**config.mk**
```make
export PLATFORM = sky130hd
export DESIGN_NAME = core_sleep_ctrl
export DESIGN_NICKNAME = d
export VERILOG_FILES = /design/src/rtl/event_unit_pkg.sv /design/src/rtl/core_sleep_ctrl.sv
export SDC_FILE = /design/constraint.sdc
export NUM_CORES = 1
export LEC_CHECK = 0
export BUFFER_PORTS_ARGS = -buffer_cell sky130_fd_sc_hd__buf_2
export CAP_MARGIN = 20
export CORE_MARGIN = 1
export CORE_UTILIZATION = 46
export CTS_CLUSTER_SIZE = 40
export DETAILED_ROUTE_END_ITERATION = 8
export MAX_ROUTING_LAYER = met4
export PLACE_DENSITY = 0.83
export SYNTH_ARGS = -nofsm -noshare
export SYNTH_HDL_FRONTEND = slang
export SYNTH_SLANG_ARGS = --single-unit
```
**constraint.sdc**
```tcl
create_clock -name HCLK -period 1.8 [get_ports HCLK]
set_input_delay 0.18 -clock HCLK [delete_from_list [all_inputs] [get_ports HCLK]]
set_output_delay 0.18 -clock HCLK [all_outputs]
set_load 0.01 [all_outputs]
```
**src/rtl/event_unit_pkg.sv**
```systemverilog
// Shared types and register map for the event-unit core sleep controller.
package event_unit_pkg;

    typedef enum logic [1:0] {
        SLP_RUN   = 2'd0,
        SLP_DRAIN = 2'd1,
        SLP_SLEEP = 2'd2,
        SLP_WAKE  = 2'd3
    } sleep_state_e;

    localparam logic [1:0] REG_SLP_CTRL = 2'd0;
    localparam logic [1:0] REG_SLP_MASK = 2'd1;
    localparam logic [1:0] REG_SLP_WDLY = 2'd2;
    localparam logic [1:0] REG_SLP_STAT = 2'd3;

    localparam int unsigned STAT_CNT_W     = 16;
    localparam int unsigned STAT_ABORT_BIT = 16;

endpackage

```
**src/rtl/core_sleep_ctrl.sv**
```systemverilog
// APB-controlled core sleep sequencer: drains the core, gates its clock and
// re-enables it on a masked wake source after a programmable settle delay.
module core_sleep_ctrl
    import event_unit_pkg::*;
#(
    parameter int unsigned APB_ADDR_WIDTH = 12,
    parameter int unsigned N_SRC          = 4,
    parameter int unsigned WAKE_DLY_W     = 8
) (
    input  logic                      HCLK,
    input  logic                      HRESETn,
    input  logic [APB_ADDR_WIDTH-1:0] PADDR,
    input  logic [31:0]               PWDATA,
    input  logic                      PWRITE,
    input  logic                      PSEL,
    input  logic                      PENABLE,
    output logic [31:0]               PRDATA,
    output logic                      PREADY,
    output logic                      PSLVERR,
    input  logic [N_SRC-1:0]          wake_src_i,
    input  logic                      core_busy_i,
    output logic                      clk_en_o,
    output logic                      fetch_en_o
);

    sleep_state_e              state_q, state_d;
    logic [N_SRC-1:0]          mask_q;
    logic [WAKE_DLY_W-1:0]     wdly_q;
    logic [WAKE_DLY_W-1:0]     dly_q, dly_d;
    logic [STAT_CNT_W-1:0]     cnt_q;
    logic                      abort_q;
    logic                      access, wr_en, ctrl_wr, stat_wr;
    logic                      wake, cnt_inc, abort_set;
    logic [1:0]                reg_idx;
    logic                      unused_ok;

    assign PREADY  = 1'b1;
    assign PSLVERR = 1'b0;

    assign reg_idx = PADDR[3:2];
    assign access  = PSEL & PENABLE;
    assign wr_en   = access & PWRITE;
    assign ctrl_wr = wr_en & (reg_idx == REG_SLP_CTRL) & PWDATA[0];
    assign stat_wr = wr_en & (reg_idx == REG_SLP_STAT);
    assign wake    = |(wake_src_i & mask_q);

    assign unused_ok = ^{PADDR[APB_ADDR_WIDTH-1:4], PADDR[1:0], PWDATA[31:WAKE_DLY_W]};

    // Configuration registers
    always_ff @(posedge HCLK or negedge HRESETn) begin
        if (!HRESETn) begin
            mask_q <= '0;
            wdly_q <= '0;
        end else if (wr_en) begin
            if (reg_idx == REG_SLP_MASK) mask_q <= PWDATA[N_SRC-1:0];
            if (reg_idx == REG_SLP_WDLY) wdly_q <= PWDATA[WAKE_DLY_W-1:0];
        end
    end

    // Combinational read mux
    always_comb begin
        PRDATA = '0;
        if (access && !PWRITE) begin
            case (reg_idx)
                REG_SLP_CTRL: PRDATA = 32'(state_q);
                REG_SLP_MASK: PRDATA = 32'(mask_q);
                REG_SLP_WDLY: PRDATA = 32'(wdly_q);
                default:      PRDATA = {15'b0, abort_q, cnt_q};
            endcase
        end
    end

    // State, delay counter and registered outputs
    always_ff @(posedge HCLK or negedge HRESETn) begin
        if (!HRESETn) begin
            state_q    <= SLP_RUN;
            dly_q      <= '0;
            clk_en_o   <= 1'b1;
            fetch_en_o <= 1'b1;
        end else begin
            state_q    <= state_d;
            dly_q      <= dly_d;
            clk_en_o   <= (state_d != SLP_SLEEP);
            fetch_en_o <= (state_d == SLP_RUN);
        end
    end

    // Next-state logic; wake takes priority over drain completion
    always_comb begin
        state_d   = state_q;
        dly_d     = dly_q;
        cnt_inc   = 1'b0;
        abort_set = 1'b0;
        case (state_q)
            SLP_RUN: begin
                if (ctrl_wr) begin
                    if (wake) abort_set = 1'b1;
                    else      state_d   = SLP_DRAIN;
                end
            end
            SLP_DRAIN: begin
                if (wake) begin
                    state_d   = SLP_RUN;
                    abort_set = 1'b1;
                end else if (!core_busy_i) begin
                    state_d = SLP_SLEEP;
                    cnt_inc = 1'b1;
                end
            end
            SLP_SLEEP: begin
                if (wake) begin
                    state_d = SLP_WAKE;
                    dly_d   = wdly_q;
                end
            end
            default: begin
                if (dly_q == '0) state_d = SLP_RUN;
                else             dly_d   = dly_q - WAKE_DLY_W'(1);
            end
        endcase
    end

    // Sleep-entry counter and sticky abort; a STAT write beats any update
    always_ff @(posedge HCLK or negedge HRESETn) begin
        if (!HRESETn) begin
            cnt_q   <= '0;
            abort_q <= 1'b0;
        end else if (stat_wr) begin
            cnt_q   <= '0;
            abort_q <= 1'b0;
        end else begin
            if (cnt_inc && (cnt_q != '1)) cnt_q <= cnt_q + STAT_CNT_W'(1);
            if (abort_set) abort_q <= 1'b1;
        end
    end

endmodule

```
# [Yosys cells after proc, flatten, opt, wreduce, memory -nomap -nowiden]
# Index checks and enable logic that the tools add are counted.
[word_totals] ff_bits=41 output_inout_bits=36
[op_classes] add_sub_neg=2 n_eq_ne=9 muxes=22 bitwise_logic=7 reduce_logical=14
[op_table] cell="17-bit one-hot mux with 3 select lines" n=1
[op_table] cell="16-bit two-way mux" n=2
[op_table] cell="17-bit two-way mux" n=1
[op_table] cell="16-bit by 1-bit adder with 16-bit output, second input constant" n=1
[op_table] cell="8-bit two-way mux" n=2
[op_table] cell="16-bit != test, second input constant" n=1
[op_table] cell="8-bit one-hot mux with 2 select lines" n=1
[op_table] cell="2-bit two-way mux" n=6
[op_table] cell="8-bit logical NOT" n=1
[op_table] cell="8-bit by 1-bit subtractor with 8-bit output, second input constant" n=1
[op_table] cell="1-bit two-way mux" n=7
[op_table] cell="2-bit == test, second input constant" n=3
[op_table] cell="2-bit logical NOT" n=3
[op_table] cell="2-bit one-hot mux with 3 select lines" n=1
[op_table] cell="1-bit AND" n=5
[op_table] cell="4-bit AND" n=1
[op_table] cell="2-bit by 1-bit == test with 1-bit output, second input constant" n=2
[op_table] cell="2-bit != test, second input constant" n=2
[op_table] cell="2-bit AND reduction" n=2
[op_table] cell="2-bit nonzero test" n=2
[op_table] cell="4-bit OR reduction" n=1
[op_table] cell="3-bit AND reduction" n=1
[op_table] cell="1-bit logical AND" n=2
[op_table] cell="2-bit by 1-bit != test with 1-bit output, second input constant" n=1
[op_table] cell="4 further kinds" n=4

# [Logic depth before layout (Yosys ltp)]
[depth] ltp_word=8 mapped_depth=7 depth_no_buf=6

# [Worst setup path after synthesis]
# OpenSTA, ideal clock, no wires.
[synth_timing] path_type="reg2reg" startpoint="reg dly_q[0]" endpoint="reg dly_q[6]" setup_ns=0.138 arrival_ns=1.725 required_time_ns=1.662 setup_slack_ns=-0.063 path_stages_with_launch=8 path_cell_list="dfrtp_1 > inv_1 > ha_1 > or4b_4 > o31ai_4 > or2_1 > buf_6 > o211ai_1"
[synth_via] elab_chain_cells=3 elab_cells_between_ends=6
[synth_rtl] item="from (decl)" line_no="core_sleep_ctrl.sv:29" source="logic [WAKE_DLY_W-1:0] dly_q, dly_d;"
[synth_rtl] item="from (signal assigned)" line_no="core_sleep_ctrl.sv:82" source="dly_q <= dly_d;"
[synth_rtl] item="8-bit by 1-bit subtractor with 8-bit output or 8-bit logical NOT (tied branches)" line_no="core_sleep_ctrl.sv:118, core_sleep_ctrl.sv:117"
[synth_rtl] item="8-bit two-way mux or 2-bit by 1-bit != test with 1-bit output (tied branches)"
[synth_rtl] item="8-bit one-hot mux with 2 select lines or 3-bit AND reduction (tied branches)"
# Several ways; a longest one is shown, not always the timed one. The select of a mux whose other input is x is not followed.
# A chain may end at the register's enable or synchronous reset.

# [Worst setup path after layout]
[layout_timing] startpoint="reg dly_q[0]" endpoint="reg dly_q[5]"
# The elaborated chain is that of the path after synthesis.

==> metrics <==
Worst Path Max Fanout 3; Avg Inst Size Synth 9.45 um2; Setup WS post-layout -0.0304 ns; max-capacitance violation count 0; number of enable-type register cells in the synthesized netlist 0; number of hold violations in the final report 0; Cell Pwr Density 572 nW/um2; final design utilization 0.617; clock network power share 0.298; Detailed Route Iter0 Violations 266; proportion of register bits with asynchronous set or reset after synthesis 1.00; shortest clock period the worst path allows after layout approximately 1.8 ns; final slew viol count 0; Setup TNS -0.0304 ns; HPWL after detailed placement between 5000 and 6000 um; Crit path arrival time between 2 and 2.5 ns; Synth Register Bits 41; required time at the endpoint of the critical path 1.99 ns; routed wire length on met3 474 um; number of diodes 0; core region area 5570 um2; via count 2604; post-synthesis instance area 2690 um2; length of routed met2 wiring 3340 um; clock tree from TritonCTS yes; setup repair after global routing missed its margin true; # rows 27; violations in the final reports setup timing; class of the tightest hold or removal check in2reg; maximum number of pins on one net before global-route repair 21; maximum level of the CTS H-tree 2; die area 6150 um2; Main synth FF type sky130_fd_sc_hd__dfrtp_1; Tightest Pin Transition ~0.55 ns; total routing usage reported by global routing 0.251; uppermost metal layer occupied by signal nets met4; M1 WL between 3000 and 4000 um; count of synthesis-stage warnings from yosys 0; upper clock frequency limit 546 MHz; layout cell share with drive strength beyond 1 0.388; initial antenna violation count 0; clock buffer depth 2; gate count after technology mapping 284; total clock buffers created by CTS 5; outcome complete, but fails checks; worst rel slew slack 0.627; detailed-route DRC error count 0; final wirelength 7160 um; wire length of the first global-routing pass 11700 um; number of global-route vias before repair 2319; power dissipated by switching net loads between 500 and 600 uW; worst-skew pair later-pin latency 0.29 ns; area added between synthesis and finish 28.1%; clock slew at reported path FFs 0.08 ns; Worst Setup Start Kind register; number of buffers added on ports 38; relative contribution of sequential cells to total power 0.531; static leakage power between 0.0015 and 0.002 uW; Post-DRT Antenna Nets 0; cell-internal power 1430 uW; root cell of the clock tree sky130_fd_sc_hd__clkbuf_8; Horiz. Die Dim just under 80 um; synth unique cells 56; number of nets in the layout 427; floorplan die height 78.4 um; number of top-level pins 90; critical path endpoint category register; switching share of total power 0.273; average wire per cell in the routed design 16.2 um; 1st-pass router iterations 5; Vias per Instance 5.88; number of setup violations in the final report 1; final critical-path share of the clock period 1.02; combinational power share 0.171; Placer Congestion 0.893; initial core utilization 0.482; global route overflow 0; post-synthesis sequential area ratio 0.383; Peak VDD IR 0.000383 V; clock sinks between 40 and 50; CP Class reg2reg; clock skew 0.00343 ns
-- area by class of cell --
| cell class | instances | area [um2] |
|---|---|---|
| Clock buffer | 8 | 80.1 |
| Fill cell | 469 | 2130 |
| Inverter | 9 | 33.8 |
| Multi-Input combinational cell | 219 | 1580 |
| Sequential cell | 41 | 1030 |
| Tap cell | 72 | 90.1 |
| Timing Repair Buffer | 94 | 631 |
-- timing repair --
action,in CTS,in global routing
resized for setup,4,27
hold buffers,1,0
hold endpoints to repair,18,0
pin swaps,0,4
buffers inserted,1,5
setup endpoints to repair,10,19
-- per-stage QoR --
stage	hold WS, ns	setup slack, ns	cell area (um2)	power, uW	cells
floorplan	-0.116	-0.0628	2740	1250	299
global placement	0.160	-0.0573	3200	1360	428
detailed placement	0.168	-0.0870	3200	1380	428
CTS	0.112	-0.00864	3300	1970	438
global route	0.108	-0.0814	3440	2080	443
finish	0.118	-0.0304	3440	1970	443
-- logic make-up after synthesis --
family                   after synthesis  share of synthesized area
AND/OR/NAND/NOR                      110                      0.232
AO/OA/AOI/OAI                         63                      0.172
flip-flops                            41                      0.383
buffers and inverters                 39                     0.0829
multiplexers                          26                      0.113
adder cells (fa/ha/maj)                3                     0.0140
other                                  2                    0.00280
-- power by group through the flow --
stage / registers, uW / logic, uW / clock network, uW
after floorplan: 1040 / 206 / 0
after global placement: 1060 / 303 / 0
after detailed placement: 1060 / 317 / 0
after CTS: 1040 / 322 / 606
after global routing: 1050 / 370 / 660
final: 1050 / 338 / 586
-- layout by cell type, fill, tap and decap left out, types with 3 or more instances in the layout --
cell type	Yosys	layout
sky130_fd_sc_hd__and3_1	6	6
sky130_fd_sc_hd__inv_1	9	7
sky130_fd_sc_hd__o31ai_1	10	9
sky130_fd_sc_hd__nand4_1	4	4
sky130_fd_sc_hd__mux2i_1	9	9
sky130_fd_sc_hd__a21oi_1	13	12
sky130_fd_sc_hd__nor3_1	10	9
sky130_fd_sc_hd__o21ai_0	8	4
sky130_fd_sc_hd__nand3_1	5	5
sky130_fd_sc_hd__buf_2	4	37
sky130_fd_sc_hd__buf_6	1	4
sky130_fd_sc_hd__a211oi_1	5	4
sky130_fd_sc_hd__clkbuf_8	0	5
sky130_fd_sc_hd__mux2_2	15	15
sky130_fd_sc_hd__clkbuf_1	8	3
sky130_fd_sc_hd__dfrtp_1	39	39
sky130_fd_sc_hd__conb_1	2	17
sky130_fd_sc_hd__o21ai_1	0	3
sky130_fd_sc_hd__buf_4	17	52
sky130_fd_sc_hd__and2_1	12	12
sky130_fd_sc_hd__a22oi_1	3	3
sky130_fd_sc_hd__nor2_1	18	18
sky130_fd_sc_hd__nor4_1	5	4
sky130_fd_sc_hd__a31oi_1	5	5
sky130_fd_sc_hd__nand2b_1	6	6
sky130_fd_sc_hd__nand2_1	20	20
-- layer usage --
| metal | vias to the layer above | track usage |
|---|---|---|
| met5 | - | - |
| met4 | 0 | 0.0796 |
| met3 | 16 | 0.0407 |
| met2 | 141 | 0.363 |
| met1 | 1258 | 0.361 |
| li1 | 1189 | - |
-- Yosys cell counts (4+ instances only) --
master	n	area, um2
sky130_fd_sc_hd__inv_1	9	33.8
sky130_fd_sc_hd__nand2_1	20	75.1
sky130_fd_sc_hd__mux2_2	15	169
sky130_fd_sc_hd__nand2b_1	6	37.5
sky130_fd_sc_hd__a31oi_1	5	31.3
sky130_fd_sc_hd__buf_4	17	128
sky130_fd_sc_hd__buf_2	4	20.0
sky130_fd_sc_hd__o31ai_1	10	75.1
sky130_fd_sc_hd__clkbuf_1	8	30.0
sky130_fd_sc_hd__and2_1	12	75.1
sky130_fd_sc_hd__mux2i_1	9	90.1
sky130_fd_sc_hd__nor3_1	10	50.1
sky130_fd_sc_hd__nor4_1	5	31.3
sky130_fd_sc_hd__a211oi_1	5	37.5
sky130_fd_sc_hd__nand3_1	5	25.0
sky130_fd_sc_hd__dfrtp_1	39	976
sky130_fd_sc_hd__o21ai_0	8	40.0
sky130_fd_sc_hd__and3_1	6	37.5
sky130_fd_sc_hd__a21oi_1	13	65.1
sky130_fd_sc_hd__nand4_1	4	25.0
sky130_fd_sc_hd__nor2_1	18	67.6
-- final timing paths --
path                       cells after the start                    end                  from  slack (ns)
max                                            7   dly_q[5]$_DFFE_PN0P_  dly_q[0]$_DFFE_PN0P_       -0.03
min                                            2  wdly_q[7]$_DFFE_PN0P_             PWDATA[7]        0.12
max reg2reg                                    7   dly_q[5]$_DFFE_PN0P_  dly_q[0]$_DFFE_PN0P_       -0.03
min reg2reg                                    1    abort_q$_DFFE_PN0P_   abort_q$_DFFE_PN0P_        0.50
max in group asynchronous                      3   fetch_en_o$_DFF_PN1_               HRESETn        0.81
min in group asynchronous                      2   dly_q[3]$_DFFE_PN0P_               HRESETn        0.38
-- sequential cells by signal, indices dropped and copies added, names as in the netlist --
name / cells
state_q: 2
dly_q: 8
cnt_q: 16
abort_q: 1
fetch_en_o: 1
mask_q: 4
clk_en_o: 1
wdly_q: 8
-- worst max-delay path: stages, from the launching register on --
cell and delay (ns):
sky130_fd_sc_hd__dfrtp_1 0.39, sky130_fd_sc_hd__inv_2 0.09, sky130_fd_sc_hd__ha_4 0.12, sky130_fd_sc_hd__or4b_4 0.49, sky130_fd_sc_hd__o31ai_4 0.23, sky130_fd_sc_hd__buf_4 0.17, sky130_fd_sc_hd__nor3_2 0.04, sky130_fd_sc_hd__o22a_2 0.19
Note: power is estimated with default switching activity, not from simulation.
